### src/rtl/frac_div_pkg.sv
// Shared types and helpers for the fractional-N sigma-delta clock divider.
// Holds the state enum, the FBITS default, configuration decode and parameter legality check.
package frac_div_pkg;

  typedef enum logic {
    IDLE = 1'b0,
    RUN  = 1'b1
  } state_t;

  localparam int FBITS_DEF = 3;

  // Integer part of the period: N plus the floor of the signed offset mf, modulo 2^width.
  function automatic logic [63:0] coarse_of(input logic [63:0] n, input logic [63:0] mf,
                                            input int width, input int fbits);
    logic [63:0] mf_int;
    logic [63:0] mask;
    mf_int = $signed(mf << (64 - width)) >>> (64 - width + fbits);
    mask   = (64'd1 << width) - 64'd1;
    return (n + mf_int) & mask;
  endfunction

  function automatic bit params_legal(input int width, input int fbits);
    return (fbits >= 1) && (fbits <= 8) && (width > fbits + 1) && (width <= 64);
  endfunction

endpackage

### src/rtl/frac_divider_sd_if.sv
// Configuration and status bundle of the fractional-N divider.
// master drives configuration and enable; slave is the divider itself.
interface frac_divider_sd_if #(parameter int WIDTH = 17);
  logic             en;
  logic             load;
  logic [WIDTH-1:0] N;
  logic [WIDTH-1:0] mf;
  logic [WIDTH-1:0] count;
  logic             q_out;
  logic             tc;
  logic             cfg_err;

  modport master (output en, load, N, mf, input count, q_out, tc, cfg_err);
  modport slave  (input en, load, N, mf, output count, q_out, tc, cfg_err);
endinterface

### src/rtl/frac_sd_acc.sv
// First-order sigma-delta phase accumulator; carry stretches the current period by one cycle.
// acc advances only on step, so its phase survives enable gaps and reprogramming.
module frac_sd_acc
  import frac_div_pkg::*;
#(
  parameter int FBITS = FBITS_DEF
) (
  input  logic             sys_clk,
  input  logic             rst,
  input  logic             step,
  input  logic [FBITS-1:0] frac,
  output logic             carry
);

  logic [FBITS-1:0] acc;
  logic [FBITS:0]   sum;

  assign sum   = {1'b0, acc} + {1'b0, frac};
  assign carry = sum[FBITS];

  always_ff @(posedge sys_clk or posedge rst) begin
    if (rst) begin
      acc <= '0;
    end else if (step) begin
      acc <= sum[FBITS-1:0];
    end
  end

endmodule

### src/rtl/frac_divider_sd.sv
// Fractional-N clock divider: periods of coarse or coarse+1 cycles chosen by a sigma-delta
// accumulator, with double-buffered configuration applied only at period boundaries.
module frac_divider_sd
  import frac_div_pkg::*;
#(
  parameter int WIDTH = 17,
  parameter int FBITS = FBITS_DEF
) (
  input logic               sys_clk,
  input logic               rst,
  frac_divider_sd_if.slave  bus
);

  if (!params_legal(WIDTH, FBITS)) begin : g_param_check
    $error("frac_divider_sd: illegal WIDTH/FBITS combination");
  end

  state_t           state, state_nxt;
  logic [WIDTH-1:0] coarse_in, act_coarse, pend_coarse, sel_coarse;
  logic [FBITS-1:0] frac_in, act_frac, pend_frac, sel_frac;
  logic [WIDTH-1:0] count_r, half_r;
  logic [WIDTH:0]   period;
  logic             pend_flag, load_ok, load_acc, start, carry;
  logic             q_r, tc_r, err_r;

  assign coarse_in = WIDTH'(coarse_of(64'(bus.N), 64'(bus.mf), WIDTH, FBITS));
  assign frac_in   = bus.mf[FBITS-1:0];
  assign load_ok   = coarse_in >= WIDTH'(2);
  assign load_acc  = bus.load && load_ok;

  always_ff @(posedge sys_clk or posedge rst) begin
    if (rst) state <= IDLE;
    else     state <= state_nxt;
  end

  // A load accepted on a boundary cycle (IDLE start or tc) governs the period it starts.
  always_comb begin
    state_nxt  = state;
    start      = 1'b0;
    sel_coarse = act_coarse;
    sel_frac   = act_frac;
    if (load_acc) begin
      sel_coarse = coarse_in;
      sel_frac   = frac_in;
    end else if (pend_flag) begin
      sel_coarse = pend_coarse;
      sel_frac   = pend_frac;
    end
    case (state)
      IDLE: begin
        if (load_acc && bus.en) begin
          state_nxt = RUN;
          start     = 1'b1;
        end
      end
      RUN: begin
        if (bus.en && count_r == '0) start = 1'b1;
      end
      default: state_nxt = IDLE;
    endcase
  end

  frac_sd_acc #(.FBITS(FBITS)) u_acc (
    .sys_clk (sys_clk),
    .rst     (rst),
    .step    (start),
    .frac    (sel_frac),
    .carry   (carry)
  );

  assign period = {1'b0, sel_coarse} + (WIDTH + 1)'(carry);

  always_ff @(posedge sys_clk or posedge rst) begin
    if (rst) begin
      act_coarse  <= '0;
      act_frac    <= '0;
      pend_coarse <= '0;
      pend_frac   <= '0;
      pend_flag   <= 1'b0;
      count_r     <= '0;
      half_r      <= '0;
      q_r         <= 1'b0;
      tc_r        <= 1'b0;
      err_r       <= 1'b0;
    end else begin
      if (bus.load) err_r <= !load_ok;
      if (start) begin
        act_coarse <= sel_coarse;
        act_frac   <= sel_frac;
        pend_flag  <= 1'b0;
        count_r    <= WIDTH'(period - 1'b1);
        half_r     <= WIDTH'(period >> 1);
        // coarse >= 2 guarantees D-1 >= D/2, so every period opens high
        q_r        <= 1'b1;
        tc_r       <= 1'b0;
      end else begin
        if (load_acc) begin
          pend_coarse <= coarse_in;
          pend_frac   <= frac_in;
          pend_flag   <= 1'b1;
        end
        if (state == RUN && bus.en) begin
          count_r <= count_r - 1'b1;
          q_r     <= (count_r - 1'b1) >= half_r;
          tc_r    <= count_r == WIDTH'(1);
        end
      end
    end
  end

  assign bus.count   = count_r;
  assign bus.q_out   = q_r;
  assign bus.tc      = tc_r && bus.en;
  assign bus.cfg_err = err_r;

endmodule

### src/flat_wrapper.sv
// flat-port wrapper written by rule: the top's interface ports become plain ports
module frac_divider_sd_flat import frac_div_pkg::*;
#(
  parameter int WIDTH = 17,
  parameter int FBITS = FBITS_DEF
)
  (sys_clk, rst, bus_en, bus_load, bus_N, bus_mf, bus_count, bus_q_out, bus_tc, bus_cfg_err);
  frac_divider_sd_if #(.WIDTH(WIDTH)) bus_i ();
  input logic sys_clk;
  input logic rst;
  input wire logic [$bits(bus_i.en)-1:0] bus_en;
  input wire logic [$bits(bus_i.load)-1:0] bus_load;
  input wire logic [$bits(bus_i.N)-1:0] bus_N;
  input wire logic [$bits(bus_i.mf)-1:0] bus_mf;
  output wire logic [$bits(bus_i.count)-1:0] bus_count;
  output wire logic [$bits(bus_i.q_out)-1:0] bus_q_out;
  output wire logic [$bits(bus_i.tc)-1:0] bus_tc;
  output wire logic [$bits(bus_i.cfg_err)-1:0] bus_cfg_err;
  assign bus_i.en = bus_en;
  assign bus_i.load = bus_load;
  assign bus_i.N = bus_N;
  assign bus_i.mf = bus_mf;
  assign bus_count = bus_i.count;
  assign bus_q_out = bus_i.q_out;
  assign bus_tc = bus_i.tc;
  assign bus_cfg_err = bus_i.cfg_err;
  frac_divider_sd #(.WIDTH(WIDTH), .FBITS(FBITS)) u_core (.sys_clk(sys_clk), .rst(rst), .bus(bus_i));
endmodule
### config.mk
export PLATFORM = sky130hd
export DESIGN_NAME = frac_divider_sd_flat
export DESIGN_NICKNAME = d
export VERILOG_FILES = /design/src/rtl/frac_div_pkg.sv /design/src/rtl/frac_divider_sd_if.sv /design/src/rtl/frac_sd_acc.sv /design/src/rtl/frac_divider_sd.sv /design/src/flat_wrapper.sv
export SDC_FILE = /design/constraint.sdc
export NUM_CORES = 1
export LEC_CHECK = 0
export ABC_CLOCK_PERIOD_IN_PS = 6100
export CAP_MARGIN = 20
export CORE_MARGIN = 2
export CORE_UTILIZATION = 55
export DETAILED_ROUTE_END_ITERATION = 10
export GPL_ROUTABILITY_DRIVEN = 0
export PLACE_DENSITY = 0.81
export SYNTH_ARGS = -nofsm -noshare
export SYNTH_HDL_FRONTEND = slang
export SYNTH_SLANG_ARGS = --single-unit
### constraint.sdc
create_clock -name sys_clk -period 6.1 [get_ports sys_clk]
set_input_delay 1.22 -clock sys_clk [delete_from_list [all_inputs] [get_ports sys_clk]]
set_output_delay 1.22 -clock sys_clk [all_outputs]
set_load 0.02 [all_outputs]
==> results.yml, run 1 <==
status:
  status: "complete, but fails checks"
  violations: "DRC, setup timing"
setup_path:
  cp-end-kind: "flop"
  r2r_start: "u_core.pend_flag"
  cp-start-kind: "input pin"
  crit_path_start: "bus_mf[3]"
  crit_type: "in2reg"
  cp.required_ns: 6.31
  crit_arrival_ns: 6.94
  path_max_fanout: 7
logic_synthesis:
  synth_top_area_share_pct: 31.4
  syn_avg_cell_area_um2: 8.51
  synth_top_area_cell: "dfrtp_1"
  synth_seq_cells: 82
  ys_top_cells_by_area: "dfrtp_1 (31%), ha_1 (7.9%), o21ai_0 (6.7%)"
  synth_cell_types: 72
  async_flop_share_pct: 100
  synth_edf_count: 0
  synth_warnings: 0
  postSynthCellCount: 767
  synth-seq-area-share_pct: 31.4
  ys.flop_type: "dfrtp_1"
  syn_nets: 848
  synthesis.area_um2: 6530
clock_network:
  cts-root-buf: "clkbuf_16"
  cts.htree.levels: 3
  cts_tree: "built"
  numCtsBuffers: 9
  clockBufferDepth: 2
  insertion_delay_ns: 0.35
  clock-sinks: 82
  clk_pin_slew_ns: 0.07
cells_and_area:
  synthToLayoutAreaGrowth_pct: 46.6
  final_nets: 1028
  drive_gt1_share_pct: 34.9
  post-route-util_pct: 83.1
  antenna_cells: 0
run:
  drv_cap: 0
routing:
  drt-total-wl_um: 23200
  drt-pass1-iter-count: 9
  wl_per_cell_um: 21.2
  drtAntennaViolNets: 0
  drt_iter0_markers: 923
  drc: 5
  via_count: 7193
  vias_per_cell: 6.57
timing:
  skew_ns: 0.00868
  finalMaxSlewViolations: 0
  fmax_mhz: 149
  final-setup-viol-count: 16
  max-slew-margin-rel_pct: 36.4
  tns_ns: -4.51
  hold_ws_ns: 0.475
  rsz0062_at_grt: "yes"
  hold_viol_final: 0
  worst_pin_slew_ns: 0.945
  period_needed_ns: 6.73
  setup_ws_ns: -0.630
  period_share_pct: 110
pwr:
  p_leak_nw: 4.27
  vdd_drop_max_mv: 0.166
  p_per_area_nw_per_um2: 312
global_route:
  antenna_found_initial: 0
  grt_max_degree: 83
  grt.total_usage_pct: 32.3
  overflow: 0
  grt_pass1_vias: 7066
  grt_pass1_wl_um: 33400
placed_design:
  dp_hpwl_um: 13400
  io_buffers: 57
hold_path:
  hold_class: "reg2reg"
  hp-start: "u_core.tc_r"
die:
  die_y_um: 113
  dieArea_um2: 12800
  die_w_um: 113
  io-pin-count: 58
  row_count: 39
  core_area_um2: 11500
  floorplan.initialDensity_pct: 56.7
==> flip-flops by register name, indices dropped and copies added, names as in the netlist <==
signal	count
u_core.act_coarse	17
u_core.bus.count	17
u_core.half_r	17
u_core.pend_coarse	17
u_core.act_frac	3
u_core.pend_frac	3
u_core.u_acc.acc	3
u_core.bus.cfg_err	1
u_core.bus.q_out	1
u_core.pend_flag	1
u_core.state	1
u_core.tc_r	1
==> cell usage after synthesis, types with 6 or more instances <==
library cell	instances
nand2_1	111
o21ai_0	88
dfrtp_1	82
nor2_1	45
ha_1	41
a21oi_1	31
inv_1	30
xor2_1	29
mux2_2	28
xnor2_1	27
clkbuf_1	25
mux2i_1	24
nand3_1	19
a21o_1	18
nor3_1	16
nor4_1	15
a31oi_1	10
and2_1	8
or2_2	8
o211ai_1	7
nand4_1	6
nor2b_1	6
==> per-stage QoR <==
| stage | total power [mW] | worst slack [ns] | cell area (µm²) | instances |
|---|---|---|---|---|
| floorplan | 1.60 | -0.405 | 6770 | 767 |
| detailed placement | 2.09 | -1.18 | 8280 | 1052 |
| finish | 2.98 | -0.630 | 9570 | 1095 |
| global route | 3.13 | -0.768 | 9570 | 1095 |
| global placement | 2.01 | -0.980 | 8280 | 1052 |
| CTS | 2.81 | -0.250 | 9120 | 1083 |
==> critical path, cell delays in order <==
cell       delay, ns
buf_6           0.07
ha_4            0.13
inv_2           0.04
fa_2            0.36
nand2b_4        0.18
a21bo_4         0.23
a21boi_2        0.15
o221ai_2        0.14
nor4_4          0.27
nand4bb_1       0.16
o31a_1          0.31
buf_12          0.16
o21ai_1         0.19
ha_2            0.22
a21o_1          0.13
a21o_1          0.16
ha_4            0.17
buf_6           0.10
nor2b_4         0.17
nand2_4         0.08
nor4_4          0.38
o22ai_4         0.19
xor2_2          0.24
buf_4           0.18
or2_4           0.26
a2111o_1        0.50
nor4_1          0.41
o31ai_1         0.12
==> cell type report <==
cell class	count	area, µm²
clock buffer	12	246
clock inverter	4	98.8
fill	620	1950
inverter	30	114
multi-input combinational	623	5140
sequential	82	2050
tap	143	179
timing repair buffer	201	1740
==> logic make-up (layout without fill, tap and decap cells) <==
| group | count (synthesis) | after routing | share of synthesized area (%) |
|---|---|---|---|
| xor+xnor | 57 | 57 | 7.76 |
| fa+ha+maj | 43 | 43 | 8.47 |
| flops | 82 | 82 | 31.4 |
| mux | 52 | 52 | 8.51 |
| buf+inv | 62 | 247 | 3.81 |
| compound gates | 205 | 205 | 20.4 |
| simple gates | 266 | 266 | 19.6 |
==> cells in the final DEF (no fill, tap or decap), types with 5 or more instances in the layout <==
cell type        instances
xnor2_1                 23
a21oi_2                  9
nand2_2                  6
nand3_1                 14
o21ai_1                  9
nand2_1                101
o211ai_1                 7
buf_4                  129
a21o_1                  18
nor4_4                   5
buf_6                   16
dfrtp_1                 82
xnor2_2                  5
xor2_2                   6
nor3_1                  10
ha_1                    21
nor2_1                  40
and2_1                   6
a31oi_1                  8
clkdlybuf4s50_1         27
or2_2                    7
o31a_1                   5
ha_4                    19
clkbuf_16                9
mux2_2                  27
xor2_1                  21
o21ai_0                 70
nor4_1                   9
a21oi_1                 19
o21ai_2                  7
mux2i_1                 24
inv_1                   28
nand4_1                  6
dlygate4sd2_1           18
==> timing repair <==
item	in CTS	in global routing
resized for setup	135	65
setup buffers	17	14
endpoints found under the setup margin	21	21
pin swaps	63	43
hold buffers	0	0
endpoints found under the hold margin	0	0
==> power by group <==
group / internal (mW) / leakage (nW) / switching (mW)
Sequential: 0.695 / 1.01 / 0.147
Clock: 0.412 / 0.167 / 0.228
Combinational: 0.706 / 3.09 / 0.793
Total: 1.81 / 4.27 / 1.17
==> worst paths after layout <==
kind                                               to  slack, ns  cells past startpoint
worst max-delay path             u_core.bus.count[14]      -0.63                     28
worst max register to register   u_core.bus.count[14]       1.57                     17
min in group asynchronous       u_core.pend_coarse[4]       1.22                      3
max in group asynchronous       u_core.pend_coarse[3]       4.24                      4
worst min-delay path                      u_core.tc_r       0.47                      2
worst min register to register            u_core.tc_r       0.47                      2
==> metal layers <==
layer	part of all wire [%]	GRT usage, %	wire length, µm	vias up
met1	36	37.8	8460	3457
li1	-	-	-	3111
met5	0	0	0	-
met3	7.8	4.23	1800	127
met2	50	58.0	11600	498
met4	5.8	16.4	1340	0
(Power assumes the default switching activity.)
==> run 2, diff against run 1 <==
- GPL_ROUTABILITY_DRIVEN: 0 -> default
==> run 2 against run 1 <==
The run still ends with DRC, setup timing left. Highest routed layer unchanged. Via count is 4.2% lower. Largest cell class unchanged. Sequential power down 0.7%. Power is 5.1% lower. Global-route usage shrank 0.23 points.
==> results.yml, run 2 (synthesis results as in run 1) <==
setup_path:
  cp.required_ns: 6.35
  cp-start-kind: "input pin"
  crit_type: "in2reg"
  reg2reg_slack_ns: 1.92
  crit_end: "u_core.bus.count[14]"
  crit_arrival_ns: 6.61
  cp-end-kind: "flop"
  r2r-end: "u_core.bus.count[15]"
  crit_path_start: "bus_N[11]"
  r2r_start: "u_core.pend_flag"
  r2r_cells: 19
  path_max_fanout: 13
clock_network:
  clock-sinks: 82
  numCtsBuffers: 9
  cts.htree.levels: 3
  cts_tree: "built"
  cts-root-buf: "clkbuf_16"
  clk_pin_slew_ns: 0.06
  insertion_delay_ns: 0.35
  clockBufferDepth: 2
global_route:
  grt.total_usage_pct: 32.0
  overflow: 0
  grt_pass1_vias: 7004
  grt_pass1_wl_um: 33200
  grt_max_degree: 59
  antenna_found_initial: 0
routing:
  drt_iter0_markers: 794
  drtAntennaViolNets: 0
  vias_per_cell: 6.31
  drc: 5
  drt-total-wl_um: 20200
  via_count: 6888
  wl_per_cell_um: 18.5
  drt-pass1-iter-count: 10
cells_and_area:
  drive_gt1_share_pct: 32.2
  final_nets: 1025
  post-route-util_pct: 79.9
  final_common_cell: "buf_4"
  synthToLayoutAreaGrowth_pct: 40.9
  stdcell_count: 1092
  num-fill-cells: 705
  most-common-layout-cells: "buf_4 (138), nand2_1 (107), dfrtp_1 (82), o21ai_0 (76), nor2_1 (42)"
  antenna_cells: 0
timing:
  final-setup-viol-count: 5
  max-slew-margin-rel_pct: 45.5
  rsz0062_at_grt: "yes"
  hold_viol_final: 0
  period_share_pct: 104
  period_needed_ns: 6.36
  tns_ns: -1.05
  worst_pin_slew_ns: 0.811
  hold_ws_ns: 0.474
  setup_ws_ns: -0.256
  finalMaxSlewViolations: 0
  skew_ns: 0.0129
  fmax_mhz: 157
pwr:
  p_seq_share_pct: 29.5
  switching_share_pct: 38.4
  vdd_drop_max_mv: 0.150
  power_frac_comb_pct: 49.5
  clockPowerShare_pct: 21.0
  p_per_area_nw_per_um2: 308
  p_int_mw: 1.74
  power_switching_mw: 1.09
  p_leak_nw: 4.10
hold_path:
  hold_class: "reg2reg"
  hp-start: "u_core.act_coarse[16]"
die:
  row_count: 39
  die_y_um: 113
  io-pin-count: 58
  die_w_um: 113
  dieArea_um2: 12800
  floorplan.initialDensity_pct: 56.7
  core_area_um2: 11500
status:
  status: "complete, but fails checks"
  violations: "DRC, setup timing"
placed_design:
  io_buffers: 57
  dp.cells: 1052
  dp_hpwl_um: 13400
  globalplace.congestion: 0.947
run:
  drv_cap: 0
run 2: cell types whose count changed in the layout (fill, tap and decap cells not counted), sizes merged:
cell	delta
dlygate4sd2	-1
buf	-3
clkinvlp	+1
clkinv	+1
bufinv	-1
run 2: worst min-delay path by stage:
stage,to,slack [ns],depth (start not counted)
final,u_core.act_coarse[16],0.47,2
after global routing,u_core.half_r[3],0.50,2
after CTS,u_core.act_coarse[16],0.48,2
after detailed placement,u_core.act_coarse[16],0.46,2
after global placement,u_core.tc_r,0.46,2
after floorplan,u_core.tc_r,0.44,2
run 2: routing by layer:
metal	GRT usage [%]	vias to the layer above	routed length (µm)
met5	0	-	0
met4	16.7	0	908
met3	4.93	96	1220
met2	56.8	354	10100
met1	37.5	3327	7980
li1	-	3111	-
run 2: critical path, stage by stage:
cell and delay [ns]:
dlygate4sd2_1 0.26, ha_4 0.25, buf_6 0.12, a21o_1 0.18, or4_4 0.54, a2bb2oi_2 0.16
nand2_2 0.09, nand3_4 0.09, o31a_4 0.41, buf_4 0.23, o21ai_0 0.44, ha_4 0.24
ha_4 0.14, and2_4 0.14, buf_4 0.11, nand3_1 0.12, nor4_1 0.23, o22a_1 0.22
and4bb_1 0.23, nand2_1 0.08, a2111o_1 0.54, o31a_1 0.35, o31ai_2 0.23
run 2: final cells by class:
cell class	count	area (µm²)	share of cell area, %
tap	143	179	1.95
sequential	82	2050	22.3
clock buffer	11	243	2.64
multi-input combinational	623	4910	53.4
inverter	30	114	1.24
clock inverter	5	77.6	0.843
timing repair buffer	198	1620	17.7
run 2: power groups by stage:
stage               registers (mW)  clock network [mW]  logic, mW
floorplan                    0.854                   0      0.747
global placement             0.818                   0       1.19
detailed placement           0.833                   0       1.26
CTS                          0.826               0.593       1.34
global route                 0.856               0.614       1.53
finish                       0.836               0.593       1.40
run 2: stage by stage:
stage	worst slack [ns]	area (µm²)	total power, mW
global placement	-0.989	8270	2.01
floorplan	-0.405	6770	1.60
detailed placement	-1.20	8270	2.09
finish	-0.256	9200	2.83
CTS	-0.294	9050	2.76
global route	-0.476	9200	3.00
run 2: repair_timing:
item	in CTS	in global routing
gates resized for setup	122	22
pin swaps	55	19
hold buffers	0	0
setup buffers	20	4
endpoints found under the setup margin	24	17
